File: src/rtl/fifo_unpacker_pkg.sv
// ============================================================================
// Module      : fifo_unpacker_pkg
// Description : Shared beat-order encodings, unpacker states and the
//               width-ratio legality check used by the unpacker and packer.
// Revision    : 1.0 - initial release
// ============================================================================
`default_nettype none

package fifo_unpacker_pkg;

  localparam int c_LSB_FIRST = 0;
  localparam int c_MSB_FIRST = 1;

  typedef enum logic [0:0] {
    ST_IDLE   = 1'b0,
    ST_STREAM = 1'b1
  } state_e;

  // A wide word must split into a whole number of beats, and at least two.
  function automatic bit ratio_legal(input int dwidth, input int owidth);
    if (owidth <= 0) return 1'b0;
    return ((dwidth % owidth) == 0) && ((dwidth / owidth) >= 2);
  endfunction

endpackage

`default_nettype wire

File: src/rtl/fifo_unpacker.sv
// ============================================================================
// Module      : fifo_unpacker
// Description : Pops wide words from a FWFT FIFO and emits them as RATIO
//               narrow valid/ready beats, back to back with no bubbles.
// Revision    : 1.0 - initial release
// ============================================================================
`default_nettype none

module fifo_unpacker
  import fifo_unpacker_pkg::*;
#(
  parameter int DWIDTH    = 32,
  parameter int OWIDTH    = 8,
  parameter int RATIO     = DWIDTH / OWIDTH,
  parameter int CWIDTH    = $clog2(RATIO),
  parameter int MSB_FIRST = c_LSB_FIRST
) (
  input  logic              clk,
  input  logic              rst,
  input  logic [DWIDTH-1:0] fifo_dout,
  input  logic              fifo_empty,
  output logic              fifo_read,
  output logic [OWIDTH-1:0] out_data,
  output logic              out_valid,
  input  logic              out_ready,
  output logic              out_last
);

  if (!ratio_legal(DWIDTH, OWIDTH) || (RATIO != DWIDTH / OWIDTH)) begin : g_bad_ratio
    $error("fifo_unpacker: DWIDTH must be a multiple (>= 2x) of OWIDTH");
  end

  state_e              r_state;
  state_e              w_state_next;
  logic [DWIDTH-1:0]   r_shift;
  logic [DWIDTH-1:0]   w_shift_next;
  logic [DWIDTH-1:0]   w_shifted;
  logic [CWIDTH-1:0]   r_cnt;
  logic [CWIDTH-1:0]   w_cnt_next;
  logic                w_acc;
  logic                w_last;

  // The output slice sits at one end of the shift register; each accepted
  // beat moves the next slice into it.
  if (MSB_FIRST == c_MSB_FIRST) begin : g_msb_first
    assign w_shifted = {r_shift[DWIDTH-OWIDTH-1:0], {OWIDTH{1'b0}}};
    assign out_data  = r_shift[DWIDTH-1 -: OWIDTH];
  end else begin : g_lsb_first
    assign w_shifted = {{OWIDTH{1'b0}}, r_shift[DWIDTH-1:OWIDTH]};
    assign out_data  = r_shift[OWIDTH-1:0];
  end

  assign out_valid = (r_state == ST_STREAM);
  assign w_acc     = out_valid & out_ready;
  assign w_last    = (r_cnt == CWIDTH'(RATIO - 1)) & (r_state == ST_STREAM);
  assign out_last  = w_last;

  // Reloading on the last accepted beat keeps the stream gap-free.
  assign fifo_read = !rst && !fifo_empty &&
                     ((r_state == ST_IDLE) || (w_acc && w_last));

  always_comb begin
    w_state_next = r_state;
    w_shift_next = r_shift;
    w_cnt_next   = r_cnt;
    if (fifo_read) begin
      w_state_next = ST_STREAM;
      w_shift_next = fifo_dout;
      w_cnt_next   = '0;
    end else if (w_acc) begin
      if (w_last) begin
        w_state_next = ST_IDLE;
      end else begin
        w_shift_next = w_shifted;
        w_cnt_next   = r_cnt + CWIDTH'(1);
      end
    end
  end

  always_ff @(posedge clk) begin
    if (rst) begin
      r_state <= ST_IDLE;
      r_shift <= '0;
      r_cnt   <= '0;
    end else begin
      r_state <= w_state_next;
      r_shift <= w_shift_next;
      r_cnt   <= w_cnt_next;
    end
  end

endmodule

`default_nettype wire

File: config.mk
export PLATFORM = sky130hd
export DESIGN_NAME = fifo_unpacker
export DESIGN_NICKNAME = d
export VERILOG_FILES = /design/src/rtl/fifo_unpacker_pkg.sv /design/src/rtl/fifo_unpacker.sv
export SDC_FILE = /design/constraint.sdc
export NUM_CORES = 1
export LEC_CHECK = 0
export CAP_MARGIN = 25
export CELL_PAD_IN_SITES_DETAIL_PLACEMENT = 0
export CELL_PAD_IN_SITES_GLOBAL_PLACEMENT = 2
export CORE_MARGIN = 2
export CORE_UTILIZATION = 31
export DETAILED_ROUTE_END_ITERATION = 6
export GPL_ROUTABILITY_DRIVEN = 0
export PLACE_DENSITY_LB_ADDON = 0.1
export SLEW_MARGIN = 20
export SYNTH_ARGS = -nofsm -noshare
export SYNTH_HDL_FRONTEND = slang
export SYNTH_SLANG_ARGS = --single-unit
File: constraint.sdc
create_clock -name clk -period 2.45 [get_ports clk]
set_clock_uncertainty 0.1 [all_clocks]
set_input_delay 0.49 -clock clk [delete_from_list [all_inputs] [get_ports clk]]
set_output_delay 0.49 -clock clk [all_outputs]
set_load 0.05 [all_outputs]
==> impl_metrics.py, run 1 <==
metrics = {
    "timing": {
        "hold_ws_ns": 0.357,
        "slew_headroom_pct": 65.8,
        "finalMaxSlewViolations": 0,
        "period_minus_slack_ns": 2.23,
        "rsz0062_at_grt": "no",
        "setup_violations": 0,
        "worst_slew_pin_slew_ns": 0.513,
        "finalCritPeriodShare_pct": 91.2,
        "tns_ns": 0,
        "hold_violations": 0,
        "timing.fmax_mhz": 448,
        "setup_slack_ns": 0.216,
    },
    "cts": {
        "cts.sinks": 35,
        "cts_tree": "done",
        "cts_max_path_buffers": 2,
        "htree_levels": 2,
        "clk_latency_ns": 0.29,
        "cts_hold_buf": 0,
        "clk_pin_slew_ns": 0.07,
        "cts-root-buf": "clkbuf_8",
        "cts_made_buffers": 5,
    },
    "grt": {
        "grt_pass1_wl_mm": 7.53,
        "grt_start_max_net_pins": 36,
        "antenna_found_initial": 0,
        "gr-total-overflow": 0,
        "grt_pass1_vias": 1533,
        "grt_util_all_layers_pct": 15.7,
    },
    "yosys": {
        "syn_area_um2": 1770,
        "syn_nets": 222,
        "yosysUniqueCellTypes": 26,
        "synth-edff-count": 0,
        "avgSynthCellArea_um2": 9.59,
        "yosysWarningCount": 0,
        "ys_ff_latch": 35,
        "netlist_instances": 185,
        "synth_seq_area_share_pct": 39.5,
        "async_flop_share_pct": 0,
        "synth_ff_type": "dfxtp_1",
    },
    "status": {
        "outcome": "complete, no violations",
    },
    "die": {
        "num_rows": 27,
        "dieArea_um2": 6340,
        "coreArea_um2": 5510,
        "initial_core_util_pct": 32.2,
        "pin_count": 47,
        "die_h_um": 79.7,
        "die_w_um": 79.7,
    },
    "place": {
        "port_buffers": 46,
        "pre_cts_ws_ns": 0.208,
        "dp.final_hpwl_mm": 2.99,
    },
    "final_layout": {
        "antenna_cells": 0,
        "fill_cells": 563,
        "final_net_count": 260,
        "area_delta_synth_final_pct": 32.0,
        "post_route_cells_drive_above_1_share_pct": 27.7,
    },
    "critical_path": {
        "path_buf_inv": 3,
        "critPathRequiredTime_ns": 1.86,
        "critical_path_class": "in2out",
        "cp_max_fo": 18,
        "r2r-start": "r_cnt[0]",
        "critPathCaptureType": "output pin",
        "crit_chain": "clkdlybuf4s50_1 > nor2_8 > nand2_4 > inv_6 > buf_12",
        "critical_path.startpoint": "fifo_empty",
        "critPathMaxStageDelay_ns": 0.52,
        "crit_path_start_kind": "input port",
        "cp_top_family": "buffers and inverters",
        "cp.arrival_ns": 1.64,
        "cp_slowest_cell": "clkdlybuf4s50_1",
    },
    "flow_run": {
        "cap_violations": 0,
    },
    "routing": {
        "wire_per_inst_um": 14.9,
        "drc": 0,
        "viasPerCell": 4.89,
        "firstDrtPassIters": 4,
        "dr_total_vias": 1448,
        "drt_iter0_drc": 83,
        "ant_nets": 0,
        "routed_wirelength_mm": 4.40,
    },
    "power": {
        "finalPower_w": 0.00156,
        "powerDensity_nw_per_um2": 665,
        "p_leak_nw": 0.848,
        "vdd_drop_max_v": 0.000373,
    },
    "hold_path": {
        "worstHoldPathType": "reg2reg",
        "hp-start": "r_shift[13]",
    },
}
[synthesized netlist by cell type (2+ instances only)]
| master | count | area, um^2 |
|---|---|---|
| a22oi_1 | 8 | 60.1 |
| buf_12 | 2 | 40.0 |
| nor3_1 | 2 | 10.0 |
| a211oi_2 | 19 | 238 |
| nor2_1 | 32 | 120 |
| dfxtp_1 | 35 | 701 |
| clkbuf_1 | 3 | 11.3 |
| a211oi_1 | 5 | 37.5 |
| a21oi_2 | 19 | 166 |
| buf_2 | 4 | 20.0 |
| nand2_1 | 25 | 93.8 |
| a21oi_1 | 6 | 30.0 |
| buf_4 | 12 | 90.1 |
[per-layer routing]
metal  vias to the layer above  wire, um  part of all wire (%)  global-route usage [%]
met5                         -         0                     0                       0
li1                        708         -                     -                       -
met3                         8       175                   4.0                    4.30
met1                       703      1900                    43                    18.1
met2                        29      2220                    51                    27.2
met4                         0        99                   2.3                    6.03
[cell families (layout without fill, tap and decap cells)]
logic type               Yosys count  count (layout)  share of synthesized area (%)
AO/OA/AOI/OAI                     60              60                           33.0
XOR/XNOR                           1               1                          0.494
adder cells (fa/ha/maj)            1               1                          0.705
buffers and inverters             24              63                           10.4
flip-flops                        35              35                           39.5
multiplexers                       1               1                          0.564
AND/OR/NAND/NOR                   63              63                           15.3
[tightest hold or removal path: stages, from the launching register on]
cell	delay, ns
dfxtp_1	0.31
nand2_1	0.05
a211oi_1	0.05
[state kept, by name (all words and copies together), names as in the netlist]
signal,flops
out_valid,1
r_cnt,2
r_shift,32
[through the flow]
step	cell area, um^2	std cells	utilization, %
after floorplan	1770	185	-
after global placement	2220	288	40.4
after detailed placement	2220	288	40.4
after CTS	2340	296	42.5
after global routing	2340	296	42.5
final	2340	296	42.5
[where the power goes]
group,switching [W],internal (W)
logic,0.000208,0.000162
registers,0.0000236,0.000614
clock network,0.000220,0.000329
total,0.000451,0.00111
[cells in the final DEF, fill, tap and decap left out]
master / instances
o22a_4: 1
dlymetal6s2s_1: 1
inv_1: 1
nand2_1: 25
and2b_4: 1
a21oi_2: 19
ha_1: 1
a211oi_2: 19
nor2_8: 1
nor2_1: 32
inv_6: 1
a22oi_1: 8
nand2_4: 1
buf_2: 1
xor2_1: 1
clkdlybuf4s50_1: 43
nor3_1: 2
mux2i_1: 1
o22ai_4: 1
clkbuf_8: 6
buf_12: 2
dfxtp_1: 35
a21oi_1: 6
and2_1: 1
a211oi_1: 5
a21bo_4: 1
bufinv_16: 1
clkinv_2: 1
buf_4: 6
[timing repair]
item	4_1_cts	5_1_grt
setup buffers	0	0
setup endpoints to repair	0	1
gates resized for setup	0	1
[layout make-up]
class / instances / area, um^2 / share of cell area [%]
multi-input cells: 126 / 888 / 37.9
well taps: 72 / 90.1 / 3.85
flip-flops and latches: 35 / 701 / 29.9
clock inverters: 2 / 35.0 / 1.50
clock buffers: 6 / 82.6 / 3.53
inverters: 2 / 12.5 / 0.534
repair buffers: 53 / 533 / 22.8
[final timing paths]
check                             endpoint  slack [ns]  cells past startpoint
worst max register to register  r_shift[6]        0.64                      6
worst max-delay path             fifo_read        0.22                      5
worst min register to register  r_shift[5]        0.36                      2
worst min-delay path            r_shift[5]        0.36                      2
Note: power is estimated with default switching activity, not from simulation.
==> run 2, diff against run 1 <==
CORE_UTILIZATION = 30   (was 31)
==> run 2 against run 1 <==
Compared with the run above:
- global-route usage decreased by 1.0 points
- first-iteration DRC count decreased by 46%
- worst hold slack improved by 0.0028 ns
- critical path depth decreased by 2
- sequential share of layout area increased by 0.40 points
- fmax decreased by 6.1%
- critical path type is now reg2out
- highest routed layer unchanged
==> impl_metrics.py, run 2 (synthesis gave the netlist of run 1 again) <==
metrics = {
    "flow_run": {
        "cap_violations": 0,
    },
    "critical_path": {
        "cp.arrival_ns": 1.79,
        "critical_path_class": "reg2out",
        "path_buf_inv": 1,
        "crit_chain": "ha_1 > and2_1 > clkdlybuf4s50_1",
        "cp_slowest_cell": "clkdlybuf4s50_1",
        "critPathMaxStageDelay_ns": 0.79,
        "cp_top_family": "buffers and inverters",
        "critPathRequiredTime_ns": 1.86,
        "crit_path_start_kind": "flip-flop",
        "cp_max_fo": 3,
        "critPathCaptureType": "output pin",
    },
    "power": {
        "p_leak_nw": 0.813,
        "finalPower_w": 0.00147,
        "powerDensity_nw_per_um2": 637,
        "vdd_drop_max_v": 0.000221,
    },
    "final_layout": {
        "mostFrequentLayoutCells": "44 x clkdlybuf4s50_1, 35 x dfxtp_1, 32 x nor2_1, 25 x nand2_1",
        "multi_input_area_um2": 888,
        "final_net_count": 258,
        "antenna_cells": 0,
        "mostFrequentLayoutCell": "clkdlybuf4s50_1",
        "area_delta_synth_final_pct": 30.3,
        "fill_cells": 633,
        "largest_reg_flops": 32,
        "design_area_um2": 2310,
        "final-instance-count-excl-fill": 297,
        "ff_latch_area_um2": 701,
        "largest-register": "r_shift",
        "post_route_cells_drive_above_1_share_pct": 26.6,
    },
    "routing": {
        "ant_nets": 0,
        "drt_iter0_drc": 45,
        "wire_per_inst_um": 14.7,
        "viasPerCell": 4.75,
        "drc": 0,
        "dr_total_vias": 1411,
        "routed_wirelength_mm": 4.36,
        "firstDrtPassIters": 4,
    },
    "die": {
        "initial_core_util_pct": 30.5,
        "die_w_um": 80.9,
        "dieArea_um2": 6540,
        "coreArea_um2": 5820,
        "pin_count": 47,
        "num_rows": 28,
        "die_h_um": 80.9,
    },
    "cts": {
        "cts_max_path_buffers": 2,
        "cts-root-buf": "clkbuf_8",
        "cts_setup_buffers": 0,
        "cts.sinks": 35,
        "clk_pin_slew_ns": 0.07,
        "clk_latency_ns": 0.28,
        "cts_made_buffers": 5,
        "cts_hold_buf": 0,
        "cts_tree": "done",
        "htree_levels": 2,
        "cts-resized-gates": 0,
    },
    "grt": {
        "gr-total-overflow": 0,
        "grt_start_max_net_pins": 36,
        "grt_util_all_layers_pct": 14.6,
        "grt_pass1_vias": 1456,
        "antenna_found_initial": 0,
        "grt_pass1_wl_mm": 7.10,
    },
    "place": {
        "placed_cells": 289,
        "dpl-instance-area_um2": 2210,
        "port_buffers": 46,
        "dp.final_hpwl_mm": 2.95,
    },
    "status": {
        "outcome": "complete, no violations",
    },
    "timing": {
        "timing.fmax_mhz": 420,
        "setup_violations": 0,
        "slew_headroom_pct": 65.3,
        "period_minus_slack_ns": 2.38,
        "rsz0062_at_grt": "no",
        "finalMaxSlewViolations": 0,
        "worst_slew_pin_slew_ns": 0.521,
        "finalCritPeriodShare_pct": 97.1,
        "tns_ns": 0,
        "hold_ws_ns": 0.360,
        "hold_violations": 0,
    },
    "hold_path": {
        "worstHoldPathType": "reg2reg",
    },
}
run 2: cell count changes in the layout (fill, tap and decap cells not counted):
cell             previous run  this run
clkbuf_1                    0         1
dlymetal6s2s_1              1         0
clkinv_2                    1         0
bufinv_16                   1         0
buf_4                       6         4
clkbuf_8                    6         7
clkdlybuf4s50_1            43        44
run 2: layer usage:
metal / vias to the layer above / global-route usage (%) / wire length [um] / share of wire [%]
li1: 705 / - / - / -
met3: 4 / 3.89 / 172 / 3.9
met2: 30 / 25.7 / 2190 / 50
met4: 0 / 5.59 / 61 / 1.4
met5: - / 0 / 0 / 0
met1: 672 / 16.9 / 1940 / 44
run 2: report_power, final:
group / switching, W / internal [W]
sequential: 0.0000248 / 0.000614
clock: 0.000209 / 0.000257
combinational: 0.000206 / 0.000161
total: 0.000440 / 0.00103
run 2: worst register-to-register path, cell delays in order (launching register included):
cell and delay (ns):
dfxtp_1 0.35, ha_1 0.22, and2b_4 0.23, o22ai_4 0.13, buf_12 0.24, a21oi_1 0.09
a211oi_1 0.22
run 2: layout make-up:
class	count	area share, %
Multi-Input combinational cell	126	38.4
Timing Repair Buffer	51	22.3
Clock buffer	8	4.33
Tap cell	75	4.06
Inverter	2	0.541
Sequential cell	35	30.3
run 2: worst paths after layout:
path	start	end	slack (ns)	cells after the start
max	r_cnt[0]	out_last	0.07	3
min	r_shift[14]	r_shift[6]	0.36	2
max reg2reg	r_cnt[0]	r_shift[5]	0.78	6
min reg2reg	r_shift[14]	r_shift[6]	0.36	2
run 2: metrics by stage:
stage	utilization [%]	setup slack (ns)
after floorplan	-	0.561
after global placement	38.0	0.264
after detailed placement	38.0	0.228
after CTS	39.7	0.0687
after global routing	39.7	0.0168
final	39.7	0.0712
==> run 3, diff against run 2 <==
CORE_UTILIZATION = 29   (was 30)
clock period = 2.5 ns   (was 2.45 ns; I/O delays follow)
==> run 3 against run 2 <==
Compared with the run above:
- design area unchanged
- critical path depth unchanged
- utilization down 0.71 points
- via count up 0.28%
- largest power group unchanged
- highest routed layer unchanged
==> impl_metrics.py, run 3 (synthesis gave the netlist of run 1 again) <==
metrics = {
    "power": {
        "internal-power_w": 0.00101,
        "p_sw_share_pct": 29.2,
        "powerDensity_nw_per_um2": 618,
        "finalPower_w": 0.00143,
        "vdd_drop_max_v": 0.000222,
        "p_leak_nw": 0.813,
        "combPwrFrac_pct": 25.0,
        "switchingPower_w": 0.000418,
        "seqPwrFrac_pct": 43.8,
        "p_clk_share_pct": 31.2,
    },
    "final_layout": {
        "area_delta_synth_final_pct": 30.3,
        "mostFrequentLayoutCells": "44 x clkdlybuf4s50_1, 35 x dfxtp_1, 32 x nor2_1, 25 x nand2_1",
        "final_net_count": 258,
        "final-instance-count-excl-fill": 297,
        "largest_reg_flops": 32,
        "mostFrequentLayoutCell": "clkdlybuf4s50_1",
        "antenna_cells": 0,
        "post_route_cells_drive_above_1_share_pct": 26.6,
        "largest-register": "r_shift",
    },
    "critical_path": {
        "crit_chain": "ha_1 > and2_1 > clkdlybuf4s50_1",
        "crit_path_start_kind": "flip-flop",
        "path_buf_inv": 1,
        "critical_path_class": "reg2out",
        "critPathMaxStageDelay_ns": 0.79,
        "cp_top_family": "buffers and inverters",
        "cp.arrival_ns": 1.76,
        "cp_slowest_cell": "clkdlybuf4s50_1",
        "cp_max_fo": 3,
        "critPathCaptureType": "output pin",
        "critPathRequiredTime_ns": 1.90,
    },
    "timing": {
        "setup_violations": 0,
        "hold_ws_ns": 0.367,
        "rsz0062_at_grt": "no",
        "setup_slack_ns": 0.144,
        "tns_ns": 0,
        "worst_slew_pin_slew_ns": 0.506,
        "finalMaxSlewViolations": 0,
        "slew_headroom_pct": 66.1,
        "finalCritPeriodShare_pct": 94.3,
        "timing.fmax_mhz": 424,
        "hold_violations": 0,
        "period_minus_slack_ns": 2.36,
    },
    "die": {
        "die_h_um": 82.2,
        "die_w_um": 82.2,
        "initial_core_util_pct": 30.0,
        "pin_count": 47,
        "dieArea_um2": 6760,
        "coreArea_um2": 5920,
        "num_rows": 28,
    },
    "routing": {
        "wire_per_inst_um": 13.9,
        "routed_wirelength_mm": 4.14,
        "dr_total_vias": 1415,
        "firstDrtPassIters": 4,
        "drc": 0,
        "ant_nets": 0,
        "viasPerCell": 4.76,
        "drt_iter0_drc": 39,
    },
    "grt": {
        "grt_pass1_wl_mm": 6.96,
        "grt_util_all_layers_pct": 13.6,
        "antenna_found_initial": 0,
        "grt_pass1_vias": 1499,
        "gr-total-overflow": 0,
        "grt_start_max_net_pins": 36,
    },
    "cts": {
        "cts_made_buffers": 5,
        "cts-root-buf": "clkbuf_8",
        "clk_pin_slew_ns": 0.07,
        "cts_hold_buf": 0,
        "cts_max_path_buffers": 2,
        "cts_tree": "done",
        "cts_setup_buffers": 0,
        "cts.sinks": 35,
        "cts-resized-gates": 0,
        "clk_latency_ns": 0.28,
        "htree_levels": 2,
    },
    "status": {
        "outcome": "complete, no violations",
    },
    "place": {
        "dp.final_hpwl_mm": 2.86,
        "placed_cells": 289,
        "port_buffers": 46,
        "pre_cts_ws_ns": 0.246,
    },
    "flow_run": {
        "cap_violations": 0,
    },
    "hold_path": {
        "worstHoldPathType": "reg2reg",
    },
}
-- run 3: cell counts in the layout (fill, tap and decap cells not counted) --
Identical to the previous run, type by type.
-- run 3: path summary, 6_finish.rpt --
path | cells after the start | slack (ns) | endpoint | from
worst min-delay path | 2 | 0.37 | r_shift[7] | r_shift[15]
worst max register to register | 5 | 0.83 | r_shift[7] | r_cnt[0]
worst min register to register | 2 | 0.37 | r_shift[7] | r_shift[15]
worst max-delay path | 3 | 0.14 | out_last | r_cnt[0]
-- run 3: area by class of cell --
cell class | count | area (um^2)
Timing Repair Buffer | 51 | 515
Tap cell | 75 | 93.8
Fill cell | 628 | 3610
Clock buffer | 8 | 100
Sequential cell | 35 | 701
Inverter | 2 | 12.5
Multi-Input combinational cell | 126 | 888
-- run 3: routing by layer --
layer	global-route usage, %	up-vias	wire, um
met5	0	-	0
met3	3.48	2	157
met1	14.5	683	1710
met2	26.0	26	2240
met4	4.00	0	23
li1	-	704	-
-- run 3: worst min-delay path, cell delays in order, from the launching register on --
cell and delay (ns):
dfxtp_1 0.31, nand2_1 0.05, a211oi_1 0.06
-- run 3: power by group through the flow --
stage / Sequential [W] / Clock, W / Combinational [W]
2_1_floorplan: 0.000635 / 0 / 0.000261
3_3_place_gp: 0.000638 / 0 / 0.000359
3_5_place_dp: 0.000639 / 0 / 0.000362
4_1_cts: 0.000626 / 0.000468 / 0.000364
5_1_grt: 0.000631 / 0.000495 / 0.000390
6_report: 0.000626 / 0.000445 / 0.000357
-- run 3: stage by stage --
step	utilization (%)	instance area (um^2)
detailed placement	37.3	2210
CTS	39.0	2310
finish	39.0	2310
global route	39.0	2310
global placement	37.3	2210
floorplan	-	1770
